--- src/rtl/vga_pkg.sv ---
// Framebuffer geometry, pixel format and fill-engine state encoding shared by the write path.
package vga_pkg;

  localparam int unsigned H_RES    = 800;
  localparam int unsigned V_RES    = 600;
  localparam int unsigned FB_DEPTH = H_RES * V_RES;
  localparam int unsigned ADDR_W   = 19;
  localparam int unsigned DATA_W   = 8;
  localparam int unsigned COORD_W  = 12;

  localparam logic [1:0] IDLE = 2'd0;
  localparam logic [1:0] CLIP = 2'd1;
  localparam logic [1:0] RUN  = 2'd2;
  localparam logic [1:0] DONE = 2'd3;

  // Exclusive end coordinate, widened by one bit so start+len cannot wrap before clamping.
  function automatic logic [COORD_W:0] clip_end(input logic [COORD_W-1:0] start,
                                                input logic [COORD_W-1:0] len,
                                                input logic [COORD_W:0]   limit);
    logic [COORD_W:0] sum;
    sum = {1'b0, start} + {1'b0, len};
    return (sum > limit) ? limit : sum;
  endfunction

endpackage

--- src/rtl/fb_fill_engine.sv ---
// Rectangle-fill walker: clips once, then emits one raster-order pixel per pix_grant.
// Holds pix_valid with a stable address until granted; busy/done are registered.
module fb_fill_engine
  import vga_pkg::*;
(
  input  logic               clk,
  input  logic               rst,
  input  logic               fill_start,
  input  logic [COORD_W-1:0] fill_x0,
  input  logic [COORD_W-1:0] fill_y0,
  input  logic [COORD_W-1:0] fill_w,
  input  logic [COORD_W-1:0] fill_h,
  input  logic [DATA_W-1:0]  fill_color,
  input  logic               pix_grant,
  output logic               pix_valid,
  output logic [ADDR_W-1:0]  pix_addr,
  output logic [DATA_W-1:0]  pix_data,
  output logic               busy,
  output logic               done
);

  logic [1:0]         state_q, state_d;
  logic [COORD_W-1:0] x0_q, y0_q, w_q, h_q, x_q, y_q;
  logic [COORD_W:0]   x1_q, y1_q;
  logic [ADDR_W-1:0]  row_base_q;
  logic [DATA_W-1:0]  color_q;
  logic               degenerate, last_x, last_y;

  assign degenerate = (w_q == '0) || (h_q == '0) ||
                      (x0_q >= COORD_W'(H_RES)) || (y0_q >= COORD_W'(V_RES));
  assign last_x     = ({1'b0, x_q} == x1_q - 13'd1);
  assign last_y     = ({1'b0, y_q} == y1_q - 13'd1);

  assign pix_valid  = (state_q == RUN);
  assign pix_addr   = row_base_q + ADDR_W'(x_q);
  assign pix_data   = color_q;

  always_comb begin
    state_d = state_q;
    case (state_q)
      IDLE:    if (fill_start) state_d = CLIP;
      CLIP:    state_d = degenerate ? DONE : RUN;
      RUN:     if (pix_grant && last_x && last_y) state_d = DONE;
      DONE:    state_d = IDLE;
      default: state_d = IDLE;
    endcase
  end

  always_ff @(posedge clk or negedge rst) begin
    if (!rst) begin
      state_q    <= IDLE;
      busy       <= 1'b0;
      done       <= 1'b0;
      x0_q       <= '0;
      y0_q       <= '0;
      w_q        <= '0;
      h_q        <= '0;
      x_q        <= '0;
      y_q        <= '0;
      x1_q       <= '0;
      y1_q       <= '0;
      row_base_q <= '0;
      color_q    <= '0;
    end else begin
      state_q <= state_d;
      busy    <= (state_d != IDLE);
      done    <= (state_d == DONE);

      if (state_q == IDLE && fill_start) begin
        x0_q    <= fill_x0;
        y0_q    <= fill_y0;
        w_q     <= fill_w;
        h_q     <= fill_h;
        color_q <= fill_color;
      end

      // The only multiply: first row base, once per fill. Later rows step by H_RES.
      if (state_q == CLIP) begin
        x1_q       <= clip_end(x0_q, w_q, 13'(H_RES));
        y1_q       <= clip_end(y0_q, h_q, 13'(V_RES));
        x_q        <= x0_q;
        y_q        <= y0_q;
        row_base_q <= ADDR_W'(y0_q) * ADDR_W'(H_RES);
      end

      if (state_q == RUN && pix_grant) begin
        if (last_x) begin
          x_q        <= x0_q;
          y_q        <= y_q + 12'd1;
          row_base_q <= row_base_q + ADDR_W'(H_RES);
        end else begin
          x_q <= x_q + 12'd1;
        end
      end
    end
  end

endmodule

--- src/rtl/fb_write_arbiter.sv ---
// Owns framebuffer port A: alternating-priority arbitration between CPU beats and the fill engine.
// One registered stage to the BRAM; CPU waits on cpu_ack, fill engine stalls on pix_grant.
module fb_write_arbiter
  import vga_pkg::*;
(
  input  logic               clk,
  input  logic               rst,
  input  logic               cpu_req,
  input  logic [ADDR_W-1:0]  cpu_addr,
  input  logic [DATA_W-1:0]  cpu_data,
  output logic               cpu_ack,
  output logic               cpu_err,
  input  logic               fill_start,
  input  logic [COORD_W-1:0] fill_x0,
  input  logic [COORD_W-1:0] fill_y0,
  input  logic [COORD_W-1:0] fill_w,
  input  logic [COORD_W-1:0] fill_h,
  input  logic [DATA_W-1:0]  fill_color,
  output logic               fill_busy,
  output logic               fill_done,
  output logic               fb_ena,
  output logic               fb_wea,
  output logic [ADDR_W-1:0]  fb_addra,
  output logic [DATA_W-1:0]  fb_dina
);

  logic              pix_valid, pix_grant;
  logic [ADDR_W-1:0] pix_addr;
  logic [DATA_W-1:0] pix_data;
  logic              cpu_pend, grant_cpu, cpu_in_range;
  logic              last_grant;  // set when the CPU won the most recent conflict

  fb_fill_engine u_fill (
    .clk        (clk),
    .rst        (rst),
    .fill_start (fill_start),
    .fill_x0    (fill_x0),
    .fill_y0    (fill_y0),
    .fill_w     (fill_w),
    .fill_h     (fill_h),
    .fill_color (fill_color),
    .pix_grant  (pix_grant),
    .pix_valid  (pix_valid),
    .pix_addr   (pix_addr),
    .pix_data   (pix_data),
    .busy       (fill_busy),
    .done       (fill_done)
  );

  // cpu_req is still the just-acked beat during the ack cycle, so it is masked there.
  assign cpu_pend     = cpu_req && !cpu_ack;
  assign grant_cpu    = cpu_pend && (!pix_valid || !last_grant);
  assign pix_grant    = pix_valid && !grant_cpu;
  assign cpu_in_range = (cpu_addr < ADDR_W'(FB_DEPTH));

  always_ff @(posedge clk or negedge rst) begin
    if (!rst) begin
      fb_ena     <= 1'b0;
      fb_wea     <= 1'b0;
      fb_addra   <= '0;
      fb_dina    <= '0;
      cpu_ack    <= 1'b0;
      cpu_err    <= 1'b0;
      last_grant <= 1'b0;
    end else begin
      fb_ena  <= grant_cpu || pix_grant;
      fb_wea  <= pix_grant || (grant_cpu && cpu_in_range);
      cpu_ack <= grant_cpu;
      cpu_err <= grant_cpu && !cpu_in_range;
      if (grant_cpu) begin
        fb_addra <= cpu_addr;
        fb_dina  <= cpu_data;
      end else if (pix_grant) begin
        fb_addra <= pix_addr;
        fb_dina  <= pix_data;
      end
      if (cpu_pend && pix_valid) last_grant <= grant_cpu;
    end
  end

endmodule

--- config.mk ---
export PLATFORM = sky130hd
export DESIGN_NAME = fb_write_arbiter
export DESIGN_NICKNAME = d
export VERILOG_FILES = /design/src/rtl/vga_pkg.sv /design/src/rtl/fb_fill_engine.sv /design/src/rtl/fb_write_arbiter.sv
export SDC_FILE = /design/constraint.sdc
export NUM_CORES = 1
export LEC_CHECK = 0
export ABC_CLOCK_PERIOD_IN_PS = 3950
export BUFFER_PORTS_ARGS = -buffer_cell sky130_fd_sc_hd__buf_4
export CAP_MARGIN = 10
export CORE_UTILIZATION = 60
export CTS_CLUSTER_SIZE = 10
export DETAILED_ROUTE_END_ITERATION = 6
export PLACE_DENSITY_LB_ADDON = 0.12
export SYNTH_ARGS = -nofsm -noshare
export SYNTH_HDL_FRONTEND = slang
export SYNTH_SLANG_ARGS = --single-unit
--- constraint.sdc ---
create_clock -name clk -period 3.95 [get_ports clk]
set_clock_uncertainty 0.1 [all_clocks]
set_input_delay 0.395 -clock clk [delete_from_list [all_inputs] [get_ports clk]]
set_output_delay 0.395 -clock clk [all_outputs]
set_load 0.01 [all_outputs]
# After elaboration in Yosys (flattened, before gate mapping)
# Cells that the tools add are included.
dict set report word_totals {
  register_bits 161
  out_inout_bits 33
  word_cells 86
}
dict set report op_classes {
  add_sub_neg 8
  n_mul 1
  order_cmp 5
  eq_ne 6
  muxes 19
  reduce_logical 27
}
# op count
set ops {}
lappend ops {{two-way mux 19 bit} 5}
lappend ops {{two-way mux 12 bit} 6}
lappend ops {{adder 12 x 12 -> 13 bit} 2}
lappend ops {{== test 12 x 13 -> 1 bit} 2}
lappend ops {{> comparator 13 x 10 -> 1 bit, second input constant} 2}
lappend ops {{two-way mux 13 bit} 2}
lappend ops {{subtractor 13 x 1 -> 13 bit, second input constant} 2}
lappend ops {{adder 12 x 1 -> 12 bit, second input constant} 2}
lappend ops {{>= comparator 12 x 10 -> 1 bit, second input constant} 2}
lappend ops {{zero test 12 bit} 2}
lappend ops {{adder 19 x 10 -> 19 bit, second input constant} 1}
lappend ops {{adder 19 x 12 -> 19 bit} 1}
lappend ops {{less-than comparator 19 bit, second input constant} 1}
lappend ops {{two-way mux 8 bit} 2}
lappend ops {{multiplier 12 x 5 -> 14 bit, second input constant} 1}
lappend ops {{logical AND 1 bit} 10}
lappend ops {{one-hot mux 2 bit (4 select lines)} 1}
lappend ops {{== test 2 bit, second input constant} 3}
lappend ops {{logical OR 1 bit} 6}
lappend ops {{nonzero test 2 bit} 3}
lappend ops {{zero test 1 bit} 5}
lappend ops {{two-way mux 2 bit} 2}
lappend ops {{== test 2 x 1 -> 1 bit, second input constant} 1}
lappend ops {{zero test 2 bit} 1}
lappend ops {{two-way mux 1 bit} 1}

# Logic depth before layout (Yosys ltp)
dict set report logic_depth {
  ltp_word 11
  depth_mapped 15
  mapped_depth_nobuf 15
}

# Cells and area by module
# Synthesis repeated with hierarchy kept, for this count alone.
dict set report unflattened {
  hier_cells 1106
  hier_area_um2 10895.4
}
# mod instances cells_each area_each_um2 seq_area_each_um2
set by_module_without_submodules {}
lappend by_module_without_submodules {fb_fill_engine 1 938 9346.5 3228.1}
lappend by_module_without_submodules {fb_write_arbiter 1 168 1549.0 800.8}

# Worst setup path after synthesis
# OpenSTA, ideal clock, no wires.
dict set report synth_timing {
  kind {flip-flop to flip-flop}
  start {register u_fill.x1_q[0]}
  end {register u_fill.row_base_q[18]}
  t_arrival_ns 3.170
  path_slack_ns 0.555
  stages_incl_launch_ff 14
  n_path_buf 4
  synth_period_minus_slack_ns 3.395
  path_cell_list {dfrtp_1 inv_1 ha_1 or3b_1 buf_2 or4_1 a2111oi_2 o2111ai_1 or4_1 buf_2 buf_6 buf_6 nand3_1 nand3_1}
}
dict set report synth_via {
  elab_chain_len 4
}
# element line
set synth_rtl {}
lappend synth_rtl {{from (decl)} fb_fill_engine.sv:24} ;# logic [COORD_W:0] x1_q, y1_q;
lappend synth_rtl {{from (signal assigned)} fb_fill_engine.sv:79} ;# x1_q <= clip_end(x0_q, w_q, 13'(H_RES));
lappend synth_rtl {{subtractor 13 x 1 -> 13 bit} fb_fill_engine.sv:31} ;# assign last_x = ({1'b0, x_q} == x1_q - 13'd1);
lappend synth_rtl {{== test 12 x 13 -> 1 bit} fb_fill_engine.sv:31}
lappend synth_rtl {{two-way mux 19 bit} fb_fill_engine.sv:87} ;# if (last_x) begin
lappend synth_rtl {{two-way mux 19 bit} fb_fill_engine.sv:86} ;# if (state_q == RUN && pix_grant) begin
lappend synth_rtl {{to (signal assigned)} fb_fill_engine.sv:83} ;# row_base_q <= ADDR_W'(y0_q) * ADDR_W'(H_RES);
lappend synth_rtl {{to (signal assigned)} fb_fill_engine.sv:90} ;# row_base_q <= row_base_q + ADDR_W'(H_RES);
lappend synth_rtl {{to (decl)} fb_fill_engine.sv:25} ;# logic [ADDR_W-1:0] row_base_q;
# Every way passes these cells.
# A chain may end at the register's enable or synchronous reset.

# Final worst setup path
dict set report layout_timing {
  start {register u_fill.y0_q[2]}
  end {register u_fill.row_base_q[16]}
}
dict set report layout_via {
  elab_chain_len 4
}
# element line
set layout_rtl {}
lappend layout_rtl {{from (decl)} fb_fill_engine.sv:23} ;# logic [COORD_W-1:0] x0_q, y0_q, w_q, h_q, x_q, y_q;
lappend layout_rtl {{from (signal assigned)} fb_fill_engine.sv:71} ;# y0_q <= fill_y0;
lappend layout_rtl {{multiplier 12 x 5 -> 14 bit *} fb_fill_engine.sv:83}
lappend layout_rtl {{two-way mux 19 bit *} fb_fill_engine.sv:78} ;# if (state_q == CLIP) begin
lappend layout_rtl {{two-way mux 19 bit} fb_fill_engine.sv:87}
lappend layout_rtl {{two-way mux 19 bit *} fb_fill_engine.sv:86}
# Every way passes the cells marked *; elsewhere a longest branch is shown, timed or not.

==> metrics <==
outcome=finished, final reports clean; Slowest cell on crit path=a2111oi_1; worst path required time=4.15 ns; EDFF count, synth=0; die height=136.6 um; final hold violation count=0; TritonCTS Sinks=~160; Initial Util=62.17%; Final Max Slew Viols=0; worst hold margin=0.08946 ns; largest net degree at the start of global routing=68; Pwr Total=between 10 and 15 mW; Setup TNS Final=0 ns; slowest stage delay, CP=0.51 ns; CTS clk-pin slew, worst paths=0.07 ns; Synthesis Warnings=0; post-synthesis cell count=1166; Die Span X=136.6 um; Buf+Inv Stages, Crit Path=2; layout cells sized above 1=between 10% and 20%; CTS Root Cell=clkbuf_16; Post-synth ARST share=100.0%; Slew @ Worst Pin=~0.9 ns; final setup fails=0; antenna violations before repair=0; Core Util, Final=between 70% and 80%; Top FF cell, synth=dfrtp_1; RSZ-0062 raised after global routing=false; PortBufs=119; area leader, netlist=dfrtp_1; Post-DP HPWL=between 15 and 20 mm; cell family contributing the most delay on the critical path=adder cells; Ant. Diodes=0; WL per Instance=between 15 and 20 um; grt met2 use=49.35%; drt total wl=26.38 mm; number of fillers in the final layout=1320; Mean Syn Cell Area=roughly 9.3 um2; register bit total from synthesis=161; IO Pins=120; CTS tree=done; MaxCap Viol Count=0; VDD IR max=0.0006150 V; DRC viols=0; Leakage Power=5.917 nW; HP Class=in -> reg; clock period minus worst slack=between 3 and 4 ns; critical path cell sequence=inv_1 -> ha_1 -> inv_1 -> ha_1 -> fa_1 -> ha_1 -> o21ai_0 -> o21bai_1 -> a2111oi_1 -> nor2_1 -> xor2_1 -> nor3_1 -> a311oi_1; Placement Rows=48; Fmax=between 200 and 300 MHz; CP Data Arrival Time=3.85 ns; GRT Max-Usage Layer=met2; post-route ant nets=0; dpl cell area=12080 um2; Crit Path Class=reg -> reg; GRT Util Overall=29.91%; first-pass GRT wire length=43.60 mm; grt ovf=0; DR vias/cell=roughly 6.0; Die ar.=18650 um2; routability cong.=0.9203; commonest non-fill, non-tap cell in the layout=dfrtp_1; Slew HR=40.28%; Critical Path Fanout Max=6; area of the multi-input gates=6424 um2; Netlist Area Pre-Place=between 10000 and 15000 um2; vias in the first global route=8766; period utilisation layout=slightly above 90%; clk_lat worst skew=0.43 ns; register area share after synthesis=a little under two fifths; Area Overhead vs Synth=17.40%; nets=between 1000 and 1500; Crit. End Element=flop; PD cells=1068 nW/um2; startpoint types=flop; Core ar.=approximately 17000 um2; Synth top area share=37.08%; crit-path most repeated cell=ha_1; CTS Buf Count=17; most frequent cells in the layout=dfrtp_1 (161), buf_4 (141), nand2_1 (90); M3 GR Usage=between 4 and 5%; Longest Clk Path Bufs=2; Syn Nets=1343; Pre-antenna DRT Iters=5; design area=about 13000 um2; FF+latch area=about 4000 um2; drt first-iter violations=554; Via Count=9209; met1 usage=around two fifths; H-tree Lvls=4; synth unique cells=68; top post-synthesis cells by area=dfrtp_1 (37%), ha_1 (9.2%), mux2_2 (6.2%), o21ai_0 (3.2%), nand2_1 (3.1%); Setup Buffers After CTS=0
-- cell usage after synthesis (20+ instances only) --
| cell | instances |
|---|---|
| nand3_1 | 34 |
| inv_1 | 64 |
| xnor2_1 | 34 |
| ha_1 | 80 |
| nor3_1 | 36 |
| nand2_1 | 91 |
| xor2_1 | 31 |
| clkbuf_1 | 34 |
| and2_1 | 21 |
| nor2_1 | 81 |
| o21ai_0 | 69 |
| nor2b_1 | 29 |
| mux2i_1 | 20 |
| mux2_2 | 60 |
| a21oi_1 | 67 |
| dfrtp_1 | 161 |
-- logic make-up after synthesis --
kind of cell / synth area share, %
compound gates: 17.16
xor+xnor: 5.447
fa+ha+maj: 11.05
buf+inv: 3.950
flops: 37.08
mux: 8.268
simple gates: 17.04
-- registers in the layout (all words and copies together) (netlist names), 2 cells and up --
register and flops:
u_fill.x0_q 12, fb_dina 8, u_fill.x1_q 13, u_fill.h_q 12
u_fill.row_base_q 19, u_fill.w_q 12, u_fill.y_q 12, u_fill.y0_q 12
u_fill.pix_data 8, fb_addra 19, u_fill.y1_q 13, u_fill.state_q 2
u_fill.x_q 12
-- path summary, 6_finish.rpt --
path,from,to,slack (ns),cells past startpoint
setup / recovery,u_fill.y0_q[2]$_DFFE_PN0P_,u_fill.row_base_q[16]$_DFF_PN0_,0.30,13
hold / removal,fill_w[2],u_fill.w_q[2]$_DFFE_PN0P_,0.09,2
setup reg to reg,u_fill.y0_q[2]$_DFFE_PN0P_,u_fill.row_base_q[16]$_DFF_PN0_,0.30,13
hold reg to reg,u_fill.pix_data[5]$_DFFE_PN0P_,fb_dina[5]$_DFFE_PN0P_,0.39,2
max in group asynchronous,rst,u_fill.h_q[3]$_DFFE_PN0P_,2.50,3
min in group asynchronous,rst,fb_ena$_DFF_PN0_,0.40,2
-- timing repair --
action	in CTS	in global routing
setup endpoints to repair	0	2
hold buffers	1	0
resized for setup	0	2
endpoints found under the hold margin	63	0
-- power by group --
group | internal [mW] | total (mW) | leakage [nW] | switching, mW
Sequential | 2.42 | 3.41 | 1.95 | 0.993
Combinational | 3.83 | 8.36 | 3.65 | 4.53
Clock | 1.15 | 1.85 | 0.317 | 0.705
-- through the flow --
stage               std cells  worst slack, ns
global placement         1491           0.3458
finish                   1523           0.2971
global route             1523          0.06289
detailed placement       1491           0.2883
CTS                      1523           0.2493
floorplan                1166           0.5546
-- layout make-up --
cell class | instances | share of cell area, %
well taps | 225 | 2.207
multi-input cells | 897 | 50.36
clock inverters | 13 | 1.746
clock buffers | 18 | 3.443
repair buffers | 145 | 8.779
flip-flops and latches | 161 | 31.58
inverters | 64 | 1.883
-- metal layers --
metal  up-vias  part of all wire, %
met5         -                    0
met4         0                  1.7
met3        37                  5.4
met2       282                   47
met1      4444                   45
li1       4446                    -
Power figures use the tool's default switching activity.
